`src/rtl/pl_stage_exe_md.sv`:
```
`default_nettype none
// ============================================================================
// Module   : pl_stage_exe_md
// Purpose  : Pipeline EX stage. Holds the combinational ALU and a sequential
//            radix-2 multiply/divide unit for the M extension, and produces
//            the EX result mux and the EX trap report.
// Revision : 1.0 - initial release
// ----------------------------------------------------------------------------
// Ports
//   clk, clrn              clock, synchronous active-low reset
//   ea, eb                 operands (rs1, rs2/immediate)
//   epc4                   link value, selected by ecall
//   ealuc                  ALU control (see ALU_* encodings below)
//   ecall                  select epc4 as the result
//   csr_is_ex/csr_rdata_ex select CSR read data as the result
//   ex_v, md_req, efunc3   valid EX instruction, M-op request, M-op code
//   flush                  kill the EX instruction / abort an M op
//   eal, zout              EX result, ALU zero flag
//   md_busy                stall request while an M op is in flight
//   trap_ex_*              trap report (3 = ALU overflow, 4 = divide by zero)
// ALU encoding
//   0000 ADD  1000 SUB  0001 SLL  0010 SLT  0011 SLTU  0100 XOR
//   0101 SRL  1101 SRA  0110 OR   0111 AND  others: pass eb (LUI)
// ============================================================================
module pl_stage_exe_md #(
  parameter int XLEN      = 32,
  parameter bit TRAP_DIV0 = 1'b0
) (
  input  logic            clk,
  input  logic            clrn,
  input  logic [XLEN-1:0] ea,
  input  logic [XLEN-1:0] eb,
  input  logic [XLEN-1:0] epc4,
  input  logic [3:0]      ealuc,
  input  logic            ecall,
  input  logic            csr_is_ex,
  input  logic [XLEN-1:0] csr_rdata_ex,
  input  logic            ex_v,
  input  logic            md_req,
  input  logic [2:0]      efunc3,
  input  logic            flush,
  output logic [XLEN-1:0] eal,
  output logic            zout,
  output logic            md_busy,
  output logic            trap_ex_v,
  output logic            trap_ex_is_intr,
  output logic [3:0]      trap_ex_cause
);

  localparam int            CW         = $clog2(XLEN);
  localparam logic [CW-1:0] CNT_LAST   = CW'(XLEN - 1);
  localparam logic [3:0]    ALU_ADD    = 4'b0000;
  localparam logic [3:0]    ALU_SUB    = 4'b1000;
  localparam logic [3:0]    ALU_SLL    = 4'b0001;
  localparam logic [3:0]    ALU_SLT    = 4'b0010;
  localparam logic [3:0]    ALU_SLTU   = 4'b0011;
  localparam logic [3:0]    ALU_XOR    = 4'b0100;
  localparam logic [3:0]    ALU_SRL    = 4'b0101;
  localparam logic [3:0]    ALU_SRA    = 4'b1101;
  localparam logic [3:0]    ALU_OR     = 4'b0110;
  localparam logic [3:0]    ALU_AND    = 4'b0111;
  localparam logic [3:0]    CAUSE_OVF  = 4'd3;
  localparam logic [3:0]    CAUSE_DIV0 = 4'd4;

  typedef enum logic [1:0] {S_IDLE = 2'd0, S_RUN = 2'd1, S_DONE = 2'd2} state_t;

  state_t          state_q, state_d;
  logic [CW-1:0]   cnt_q, cnt_d;
  logic [2:0]      op_q, op_d;
  logic            neg_q, neg_d;
  logic            div0_q, div0_d;
  logic [XLEN-1:0] a_q, a_d;      // multiplicand or divisor magnitude
  logic [XLEN-1:0] hi_q, hi_d;    // product high half / partial remainder
  logic [XLEN-1:0] lo_q, lo_d;    // multiplier / dividend shifting into quotient
  logic [XLEN-1:0] res_q, res_d;

  // ---------------------------------------------------------------- ALU
  logic [XLEN-1:0] sum_w, diff_w, alu_r;
  logic [CW-1:0]   shamt_w;
  logic            alu_ovf;

  always_comb begin
    sum_w   = ea + eb;
    diff_w  = ea - eb;
    shamt_w = eb[CW-1:0];
    alu_ovf = 1'b0;
    case (ealuc)
      ALU_ADD: begin
        alu_r   = sum_w;
        alu_ovf = (ea[XLEN-1] == eb[XLEN-1]) && (sum_w[XLEN-1] != ea[XLEN-1]);
      end
      ALU_SUB: begin
        alu_r   = diff_w;
        alu_ovf = (ea[XLEN-1] != eb[XLEN-1]) && (diff_w[XLEN-1] != ea[XLEN-1]);
      end
      ALU_SLL:  alu_r = ea << shamt_w;
      ALU_SLT:  alu_r = {{(XLEN-1){1'b0}}, ($signed(ea) < $signed(eb))};
      ALU_SLTU: alu_r = {{(XLEN-1){1'b0}}, (ea < eb)};
      ALU_XOR:  alu_r = ea ^ eb;
      ALU_SRL:  alu_r = ea >> shamt_w;
      ALU_SRA:  alu_r = $unsigned($signed(ea) >>> shamt_w);
      ALU_OR:   alu_r = ea | eb;
      ALU_AND:  alu_r = ea & eb;
      default:  alu_r = eb;
    endcase
  end

  assign zout = (alu_r == '0);

  // ------------------------------------------------ M-unit operand prep
  logic            start_w, div0_w, a_sgn_w, b_sgn_w, a_neg_w, b_neg_w, neg_w;
  logic [XLEN-1:0] a_mag_w, b_mag_w;

  assign start_w = (state_q == S_IDLE) && ex_v && md_req && !flush;
  assign div0_w  = efunc3[2] && (eb == '0);
  // MULHU, DIVU, REMU treat rs1 as unsigned; MULHSU additionally rs2
  assign a_sgn_w = !(efunc3 == 3'b011 || efunc3 == 3'b101 || efunc3 == 3'b111);
  assign b_sgn_w = a_sgn_w && (efunc3 != 3'b010);
  assign a_neg_w = a_sgn_w && ea[XLEN-1];
  assign b_neg_w = b_sgn_w && eb[XLEN-1];
  assign a_mag_w = a_neg_w ? -ea : ea;
  assign b_mag_w = b_neg_w ? -eb : eb;
  // Remainder follows the dividend; product and quotient follow both signs
  assign neg_w   = (efunc3 == 3'b110) ? a_neg_w : (a_neg_w ^ b_neg_w);

  // ------------------------------------------- one radix-2 iteration
  logic [XLEN:0]     madd_w, dsh_w, dsub_w;
  logic [XLEN-1:0]   step_hi_w, step_lo_w, dval_w, fin_w;
  logic [2*XLEN-1:0] prod_w;

  always_comb begin
    // Multiply: add multiplicand when multiplier LSB is set, shift pair right
    madd_w = {1'b0, hi_q} + (lo_q[0] ? {1'b0, a_q} : '0);
    // Divide: restoring step; MSB of the difference is the borrow
    dsh_w  = {hi_q, lo_q[XLEN-1]};
    dsub_w = dsh_w - {1'b0, a_q};
    if (op_q[2]) begin
      if (!dsub_w[XLEN]) begin
        step_hi_w = dsub_w[XLEN-1:0];
        step_lo_w = {lo_q[XLEN-2:0], 1'b1};
      end else begin
        step_hi_w = dsh_w[XLEN-1:0];
        step_lo_w = {lo_q[XLEN-2:0], 1'b0};
      end
    end else begin
      step_hi_w = madd_w[XLEN:1];
      step_lo_w = {madd_w[0], lo_q[XLEN-1:1]};
    end
    prod_w = neg_q ? -{step_hi_w, step_lo_w} : {step_hi_w, step_lo_w};
    dval_w = op_q[1] ? step_hi_w : step_lo_w;
    dval_w = neg_q ? -dval_w : dval_w;
    if (op_q[2])
      fin_w = dval_w;
    else if (op_q[1:0] == 2'b00)
      fin_w = prod_w[XLEN-1:0];
    else
      fin_w = prod_w[2*XLEN-1:XLEN];
  end

  // ------------------------------------------------- FSM next state
  always_comb begin
    state_d = state_q;
    cnt_d   = cnt_q;
    op_d    = op_q;
    neg_d   = neg_q;
    div0_d  = div0_q;
    a_d     = a_q;
    hi_d    = hi_q;
    lo_d    = lo_q;
    res_d   = res_q;
    case (state_q)
      S_IDLE: begin
        if (start_w) begin
          op_d   = efunc3;
          neg_d  = neg_w;
          div0_d = div0_w;
          cnt_d  = '0;
          hi_d   = '0;
          if (efunc3[2]) begin
            a_d  = b_mag_w;
            lo_d = a_mag_w;
          end else begin
            a_d  = a_mag_w;
            lo_d = b_mag_w;
          end
          if (div0_w) begin
            // Quotient all ones, remainder is the raw dividend
            res_d   = efunc3[1] ? ea : '1;
            state_d = S_DONE;
          end else begin
            res_d   = '0;
            state_d = S_RUN;
          end
        end
      end
      S_RUN: begin
        cnt_d = cnt_q + CW'(1);
        hi_d  = step_hi_w;
        lo_d  = step_lo_w;
        if (cnt_q == CNT_LAST) begin
          res_d   = fin_w;
          state_d = S_DONE;
        end
        if (flush) state_d = S_IDLE;
      end
      S_DONE:  state_d = S_IDLE;
      default: state_d = S_IDLE;
    endcase
  end

  always_ff @(posedge clk) begin
    if (!clrn) begin
      state_q <= S_IDLE;
      cnt_q   <= '0;
      op_q    <= '0;
      neg_q   <= 1'b0;
      div0_q  <= 1'b0;
      a_q     <= '0;
      hi_q    <= '0;
      lo_q    <= '0;
      res_q   <= '0;
    end else begin
      state_q <= state_d;
      cnt_q   <= cnt_d;
      op_q    <= op_d;
      neg_q   <= neg_d;
      div0_q  <= div0_d;
      a_q     <= a_d;
      hi_q    <= hi_d;
      lo_q    <= lo_d;
      res_q   <= res_d;
    end
  end

  // ---------------------------------------------------------- outputs
  logic m_out_w, ovf_trap_w, div0_trap_w;

  always_comb begin
    // A flushed DONE cycle delivers neither the result nor the trap
    m_out_w     = (state_q == S_DONE) && !flush;
    ovf_trap_w  = ex_v && alu_ovf && !md_req && !flush;
    div0_trap_w = TRAP_DIV0 && m_out_w && div0_q;
    md_busy     = start_w || (state_q == S_RUN);
    if (m_out_w)        eal = res_q;
    else if (ecall)     eal = epc4;
    else if (csr_is_ex) eal = csr_rdata_ex;
    else                eal = alu_r;
    trap_ex_v       = ovf_trap_w || div0_trap_w;
    trap_ex_is_intr = 1'b0;
    if (div0_trap_w)     trap_ex_cause = CAUSE_DIV0;
    else if (ovf_trap_w) trap_ex_cause = CAUSE_OVF;
    else                 trap_ex_cause = 4'd0;
  end

endmodule
`default_nettype wire

```
`config.mk`:
```
export PLATFORM = sky130hd
export DESIGN_NAME = pl_stage_exe_md
export DESIGN_NICKNAME = d
export VERILOG_FILES = /design/src/rtl/pl_stage_exe_md.sv
export SDC_FILE = /design/constraint.sdc
export NUM_CORES = 1
export LEC_CHECK = 0
export ABC_AREA = 1
export CAP_MARGIN = 20
export CORE_MARGIN = 2
export CORE_UTILIZATION = 65
export CTS_CLUSTER_SIZE = 24
export DETAILED_ROUTE_END_ITERATION = 16
export DONT_BUFFER_PORTS = 1
export PLACE_DENSITY = 0.82
export SYNTH_ARGS = -nofsm -noshare
export SYNTH_HDL_FRONTEND = slang
export SYNTH_SLANG_ARGS = --single-unit
```
`constraint.sdc`:
```
create_clock -name clk -period 11.3 [get_ports clk]
set_clock_uncertainty 0.15 [all_clocks]
set_input_delay 2.26 -clock clk [delete_from_list [all_inputs] [get_ports clk]]
set_output_delay 2.26 -clock clk [all_outputs]
set_load 0.01 [all_outputs]
```
==> impl_table.tex, run 1 <==
\begin{tabular}{lr}
\hline
Metric & Value \\
\hline
\multicolumn{2}{l}{\textbf{Placement}} \\
I/O Buffers & 0 \\
Detailed Place HPWL & 107000 microns \\
Cell total after placement & 5528 \\
Worst setup slack after placement & 2.69 ns \\
Placer Congestion & 1.23 \\
\multicolumn{2}{l}{\textbf{CTS}} \\
Maximum level of the CTS H-tree & 4 \\
Sink Count & 139 \\
Count of hold buffers inserted by post-cts repair & 0 \\
CTS Root Buffer Type & sky130\_fd\_sc\_hd\_\_clkbuf\_16 \\
Number of buffers created by CTS & 17 \\
Cts repair resizes & 0 \\
Maximum buffer depth of the clock tree & 2 \\
Number of setup buffers added after CTS & 0 \\
\multicolumn{2}{l}{\textbf{Floorplan}} \\
Effective utilization at floorplan & 65.8\% \\
Std-Cell Rows & 75 \\
Total I/O pin count & 182 \\
Vertical extent of the die & 210 microns \\
Die width & 210 microns \\
\multicolumn{2}{l}{\textbf{GRT}} \\
Global-route wire length before repair & 222000 microns \\
Remaining Overflow, GRT & 5 \\
Maximum number of pins on one net before global-route repair & 101 \\
Gr usage total & 67.1\% \\
Via count of the first global-routing pass & 36052 \\
\multicolumn{2}{l}{\textbf{Synth}} \\
Xor-xnor portion of the synthesized cell area & 3.24\% \\
Sequential-to-total area share from yosys stat & 10.1\% \\
Proportion of synthesized flip-flops having asynchronous set or reset & 0\% \\
Post-synth EDFFs & 0 \\
Share of cell area taken by muxes after synthesis & 0.364\% \\
Mean area per synthesized cell & 5.31 sq um \\
Synth area leader & sky130\_fd\_sc\_hd\_\_nand2\_1 \\
Simple-gate share of the synthesized area & 40.0\% \\
Netlist area before placement & 27500 sq um \\
Adder-cell area share of the yosys netlist & 7.88\% \\
Primary flip-flop cell chosen by synthesis mapping & sky130\_fd\_sc\_hd\_\_dfxtp\_1 \\
Synth top area cells & sky130\_fd\_sc\_hd\_\_nand2\_1 (21\%), sky130\_fd\_sc\_hd\_\_dfxtp\_1 (10\%), sky130\_fd\_sc\_hd\_\_inv\_1 (9.0\%) \\
Share of the synthesized area in the top cell type & 21.0\% \\
Number of warning messages in the yosys log & 0 \\
Largest family of logic cells by synthesized area & simple AND/OR/NAND/NOR gates \\
Compound-gate portion of the synthesized area & 25.0\% \\
Number of flip-flops and latches in the synthesized netlist & 139 \\
Number of distinct library cells after synthesis & 70 \\
Gate count after technology mapping & 5181 \\
\multicolumn{2}{l}{\textbf{Outcome}} \\
Stage where the flow stopped & 5\_1\_grt \\
Error message & [ERROR GRT-0116] Global routing finished with congestion. Check the congestion regions in the DRC Viewer. \\
Outcome & stopped before the end \\
\hline
\end{tabular}
==> kinds of logic after synthesis <==
family | after synthesis
flip-flops | 139
buffers and inverters | 938
AND/OR/NAND/NOR | 2602
adder cells (fa/ha/maj) | 171
XOR/XNOR | 102
AO/OA/AOI/OAI | 1218
other | 1
multiplexers | 10
==> synthesized netlist by cell type, types with 19 or more instances <==
library cell                instances
sky130_fd_sc_hd__a21oi_1          431
sky130_fd_sc_hd__a31oi_1           36
sky130_fd_sc_hd__buf_1             31
sky130_fd_sc_hd__buf_2             36
sky130_fd_sc_hd__clkbuf_1         147
sky130_fd_sc_hd__dfxtp_1          139
sky130_fd_sc_hd__ha_1             167
sky130_fd_sc_hd__inv_1            657
sky130_fd_sc_hd__inv_2             34
sky130_fd_sc_hd__nand2_1         1540
sky130_fd_sc_hd__nand2_2           39
sky130_fd_sc_hd__nand3_1          331
sky130_fd_sc_hd__nand3b_1          28
sky130_fd_sc_hd__nand4_1           59
sky130_fd_sc_hd__nor2_1           456
sky130_fd_sc_hd__nor2_2            23
sky130_fd_sc_hd__nor3_1            53
sky130_fd_sc_hd__o2111ai_1         27
sky130_fd_sc_hd__o211ai_1          34
sky130_fd_sc_hd__o21a_1            19
sky130_fd_sc_hd__o21ai_0          458
sky130_fd_sc_hd__o21ai_1           31
sky130_fd_sc_hd__o221ai_1          29
sky130_fd_sc_hd__o22ai_1           39
sky130_fd_sc_hd__or2_2             23
sky130_fd_sc_hd__xor2_1            95
==> through the flow <==
step | util, % | cell area (sq um) | hold slack [ns]
CTS | 67.2 | 28100 | 0.330
global placement | 65.7 | 27500 | 0.299
floorplan | - | 27500 | 0.294
detailed placement | 65.7 | 27500 | 0.319
==> per-layer routing <==
metal,track usage (%),GRT overflow
met1,70.5,0
met2,89.3,3
met3,42.8,1
met4,63.9,1
met5,6.34,0
==> run 2: changes to the inputs <==
CORE_UTILIZATION = 40   (was 65)
CTS_CLUSTER_SIZE = default   (was 24)
PLACE_DENSITY = default   (was 0.82)
PLACE_DENSITY_LB_ADDON = 0.15   (was default)
==> impl_table.tex, run 2 <==
\begin{tabular}{lr}
\hline
Metric & Value \\
\hline
\multicolumn{2}{l}{\textbf{Synth}} \\
Netlist area before placement & 27500 sq um (unchanged) \\
Number of distinct library cells after synthesis & 70 (unchanged) \\
Synth area leader & sky130\_fd\_sc\_hd\_\_nand2\_1 \\
Adder-cell area share of the yosys netlist & 7.88\% (unchanged) \\
Sequential-to-total area share from yosys stat & 10.1\% (unchanged) \\
Post-synth EDFFs & 0 (unchanged) \\
Synth top area cells & sky130\_fd\_sc\_hd\_\_nand2\_1 (21\%), sky130\_fd\_sc\_hd\_\_dfxtp\_1 (10\%), sky130\_fd\_sc\_hd\_\_inv\_1 (9.0\%) \\
Gate count after technology mapping & 5181 (unchanged) \\
Simple-gate share of the synthesized area & 40.0\% (unchanged) \\
Share of cell area taken by muxes after synthesis & 0.364\% (unchanged) \\
Most frequent cell after synthesis & sky130\_fd\_sc\_hd\_\_nand2\_1 \\
Mean area per synthesized cell & 5.31 sq um (unchanged) \\
Share of the synthesized area in the top cell type & 21.0\% (unchanged) \\
Proportion of synthesized flip-flops having asynchronous set or reset & 0\% (unchanged) \\
Commonest cells in the netlist & sky130\_fd\_sc\_hd\_\_nand2\_1 (1540), sky130\_fd\_sc\_hd\_\_inv\_1 (657), sky130\_fd\_sc\_hd\_\_o21ai\_0 (458) \\
Xor-xnor portion of the synthesized cell area & 3.24\% (unchanged) \\
Compound-gate portion of the synthesized area & 25.0\% (unchanged) \\
Largest family of logic cells by synthesized area & simple AND/OR/NAND/NOR gates \\
Number of warning messages in the yosys log & 0 (unchanged) \\
Number of flip-flops and latches in the synthesized netlist & 139 (unchanged) \\
Primary flip-flop cell chosen by synthesis mapping & sky130\_fd\_sc\_hd\_\_dfxtp\_1 \\
\multicolumn{2}{l}{\textbf{Min path}} \\
Worst hold path depth & 2 \\
Startpoint of the tightest hold check path & cnt\_q[3] \\
Hold worst-path end & cnt\_q[3] \\
Class of the tightest hold or removal check & reg2reg \\
\multicolumn{2}{l}{\textbf{Worst setup path}} \\
Arr. time, crit path & 6.68 ns \\
Worst r2r src & a\_q[24] \\
Slack of the worst reg-to-reg path & 5.05 ns \\
Crit end category & output pin \\
Worst Setup Path Type & in2out \\
Crit-path max FO & 53 \\
Largest stage delay on the critical path & 0.48 ns \\
Category of cells accounting for the largest share of critical-path delay & simple AND/OR/NAND/NOR gates \\
Endpoint required time on the critical path & 8.89 ns \\
Cell depth of the worst flop-to-flop path & 24 \\
Worst path cell trace & inv\_2 > buf\_4 > fa\_1 > nand2\_1 > a21oi\_1 > a21oi\_1 > inv\_1 > nand3\_1 > nand3\_1 > a21o\_1 > a21oi\_1 > inv\_1 > nand2\_1 > nand2\_1 > nor3\_1 > nor2\_1 > nand2\_1 > o21ai\_1 > nand4\_1 > nor2\_1 > nand2\_1 > nor2\_1 \\
Most frequent cell on the critical path & sky130\_fd\_sc\_hd\_\_nand2\_1 \\
Crit Reg-Reg Endpoint & res\_q[22] \\
Source of the critical timing path & eb[1] \\
Buffers plus inverters on the worst setup path & 4 \\
Worst path slowest cell & sky130\_fd\_sc\_hd\_\_buf\_4 \\
Critical Path Start Type & primary input \\
\multicolumn{2}{l}{\textbf{Final layout}} \\
Layout overhead on the synthesized area & 4.10\% \\
Commonest non-fill, non-tap cell in the layout & sky130\_fd\_sc\_hd\_\_nand2\_1 \\
Commonest cells after routing, fill and taps aside & sky130\_fd\_sc\_hd\_\_nand2\_1 (1540), sky130\_fd\_sc\_hd\_\_inv\_1 (655), sky130\_fd\_sc\_hd\_\_o21ai\_0 (458), sky130\_fd\_sc\_hd\_\_nor2\_1 (452), sky130\_fd\_sc\_hd\_\_a21oi\_1 (430) \\
Final layout net count & 5333 \\
Final std cells w/o fill & 5917 \\
Finished Cell Area & 28700 sq um \\
Fraction of final layout cells sized beyond drive strength 1 & 5.25\% \\
Final core utilization & 41.9\% \\
\multicolumn{2}{l}{\textbf{STA}} \\
Total negative slack for setup checks & 0 ns \\
Final-report max-slew violation count & 0 \\
Post-route minimum period & 9.09 ns \\
Slew of the pin with the lowest slew margin & 1.19 ns \\
RSZ-0062 raised after global routing & no \\
Tcrit/Tclk final & 80.5\% \\
Number of failing hold endpoints at the final stage & 0 \\
Max Clock Freq & 110 MHz \\
Slew margin rel. & 19.7\% \\
Final worst hold slack & 0.319 ns \\
Setup violation total in the final timing report & 0 \\
\multicolumn{2}{l}{\textbf{Flow run}} \\
Number of violations of the max-capacitance limit & 0 \\
\multicolumn{2}{l}{\textbf{GRT}} \\
Maximum number of pins on one net before global-route repair & 98 \\
Remaining Overflow, GRT & 0 \\
Gr usage total & 44.6\% \\
Antenna violations before repair & 4 \\
Via count of the first global-routing pass & 32928 \\
Global-route wire length before repair & 229000 microns \\
\multicolumn{2}{l}{\textbf{Floorplan}} \\
Die width & 266 microns (+27\%) \\
Effective utilization at floorplan & 40.3\% (-26 points) \\
Die Outline Area & 71000 sq um \\
Vertical extent of the die & 266 microns (+27\%) \\
Total I/O pin count & 182 (unchanged) \\
Std-Cell Rows & 96 (+28\%) \\
Core region area & 68300 sq um \\
\multicolumn{2}{l}{\textbf{Placement}} \\
Detailed Place HPWL & 133000 microns (+24\%) \\
Standard cell area after detailed placement & 28000 sq um (+1.9\%) \\
Cell total after placement & 5883 (+6.4\%) \\
I/O Buffers & 0 (unchanged) \\
Placer Congestion & 1.10 (-10\%) \\
\multicolumn{2}{l}{\textbf{Power}} \\
Static leakage power & 14.6 nW \\
Worst vdd ir & 0.0000900 V \\
Power per cell area & 89.0 nW/um\^{}2 \\
\multicolumn{2}{l}{\textbf{Routing}} \\
Initial DRC count & 4322 \\
Routed wire per std cell & 27.5 microns \\
Number of nets with antenna violations after routing & 0 \\
Total wirelength of the detailed-routed design & 163000 microns \\
Count of unresolved DRC violations after routing & 0 \\
Number of vias per cell & 6.02 \\
Routed vias & 35635 \\
1st-pass router iterations & 9 \\
\multicolumn{2}{l}{\textbf{CTS}} \\
Number of buffers created by CTS & 17 (unchanged) \\
Number of setup buffers added after CTS & 0 (unchanged) \\
Count of hold buffers inserted by post-cts repair & 0 (unchanged) \\
Clock latency on the worst-skew pair & 0.50 ns \\
CTS Root Buffer Type & sky130\_fd\_sc\_hd\_\_clkbuf\_16 \\
Sink Count & 139 (unchanged) \\
Maximum level of the CTS H-tree & 4 (unchanged) \\
CTS tree & built \\
Clock slew at the register clock pins of the worst setup and hold paths & 0.07 ns \\
Maximum buffer depth of the clock tree & 2 (unchanged) \\
Cts repair resizes & 0 (unchanged) \\
\multicolumn{2}{l}{\textbf{Outcome}} \\
Outcome & finished, final reports clean \\
\hline
\end{tabular}
==> run 2: cell counts after synthesis <==
No cell type changed its count.
==> run 2: per-layer routing <==
metal,track usage (%),part of all wire (%),wire (microns),vias up
li1,-,-,-,16623
met1,50.6,37,59900,16385
met2,71.3,44,72100,2046
met3,8.99,8.6,14000,575
met4,38.9,10,17000,6
met5,0,0.022,36,-
==> run 2: cell type report <==
type / count / area (sq um)
diodes: 2 / 5.00
clock buffers: 17 / 425
clock inverters: 15 / 195
fillers: 7953 / 39700
inverters: 705 / 2650
multi-input cells: 4106 / 21100
flip-flops and latches: 139 / 2790
well taps: 882 / 1100
repair buffers: 51 / 383
==> run 2: through the flow <==
step | setup slack (ns) | total power (W)
6_report | 2.21 | 0.00255
5_1_grt | 2.12 | 0.00267
4_1_cts | 2.42 | 0.00251
3_5_place_dp | 2.42 | 0.00189
3_3_place_gp | 2.47 | 0.00190
2_1_floorplan | 3.28 | 0.00148
==> run 2: cells by family after synthesis <==
logic type / Yosys count
flip-flops: 139
XOR/XNOR: 102
adder cells (fa/ha/maj): 171
multiplexers: 10
AO/OA/AOI/OAI: 1218
buffers and inverters: 938
other: 1
AND/OR/NAND/NOR: 2602
==> run 2: power by group <==
group / switching, W / total [W] / internal (W)
sequential: 0.0000260 / 0.000533 / 0.000507
clock: 0.000299 / 0.000618 / 0.000320
combinational: 0.00102 / 0.00140 / 0.000377
total: 0.00135 / 0.00255 / 0.00120
==> run 2: worst register-to-register path: cells and delay by family, from the launching register on <==
family / cells / cell delay [ns]
adder cells (fa/ha/maj): 2 / 0.67
AND/OR/NAND/NOR: 14 / 3.09
buffers and inverters: 3 / 0.51
flip-flops: 1 / 0.52
AO/OA/AOI/OAI: 5 / 1.25
==> run 2: worst max-delay path by stage <==
stage / cells past startpoint / to / slack, ns
after floorplan: 26 / trap_ex_cause[0] / 3.28
after global placement: 17 / zout / 2.47
after detailed placement: 17 / zout / 2.42
after CTS: 17 / zout / 2.42
after global routing: 22 / zout / 2.12
final: 22 / zout / 2.21
No activity file was read; power rests on OpenSTA's default activity.
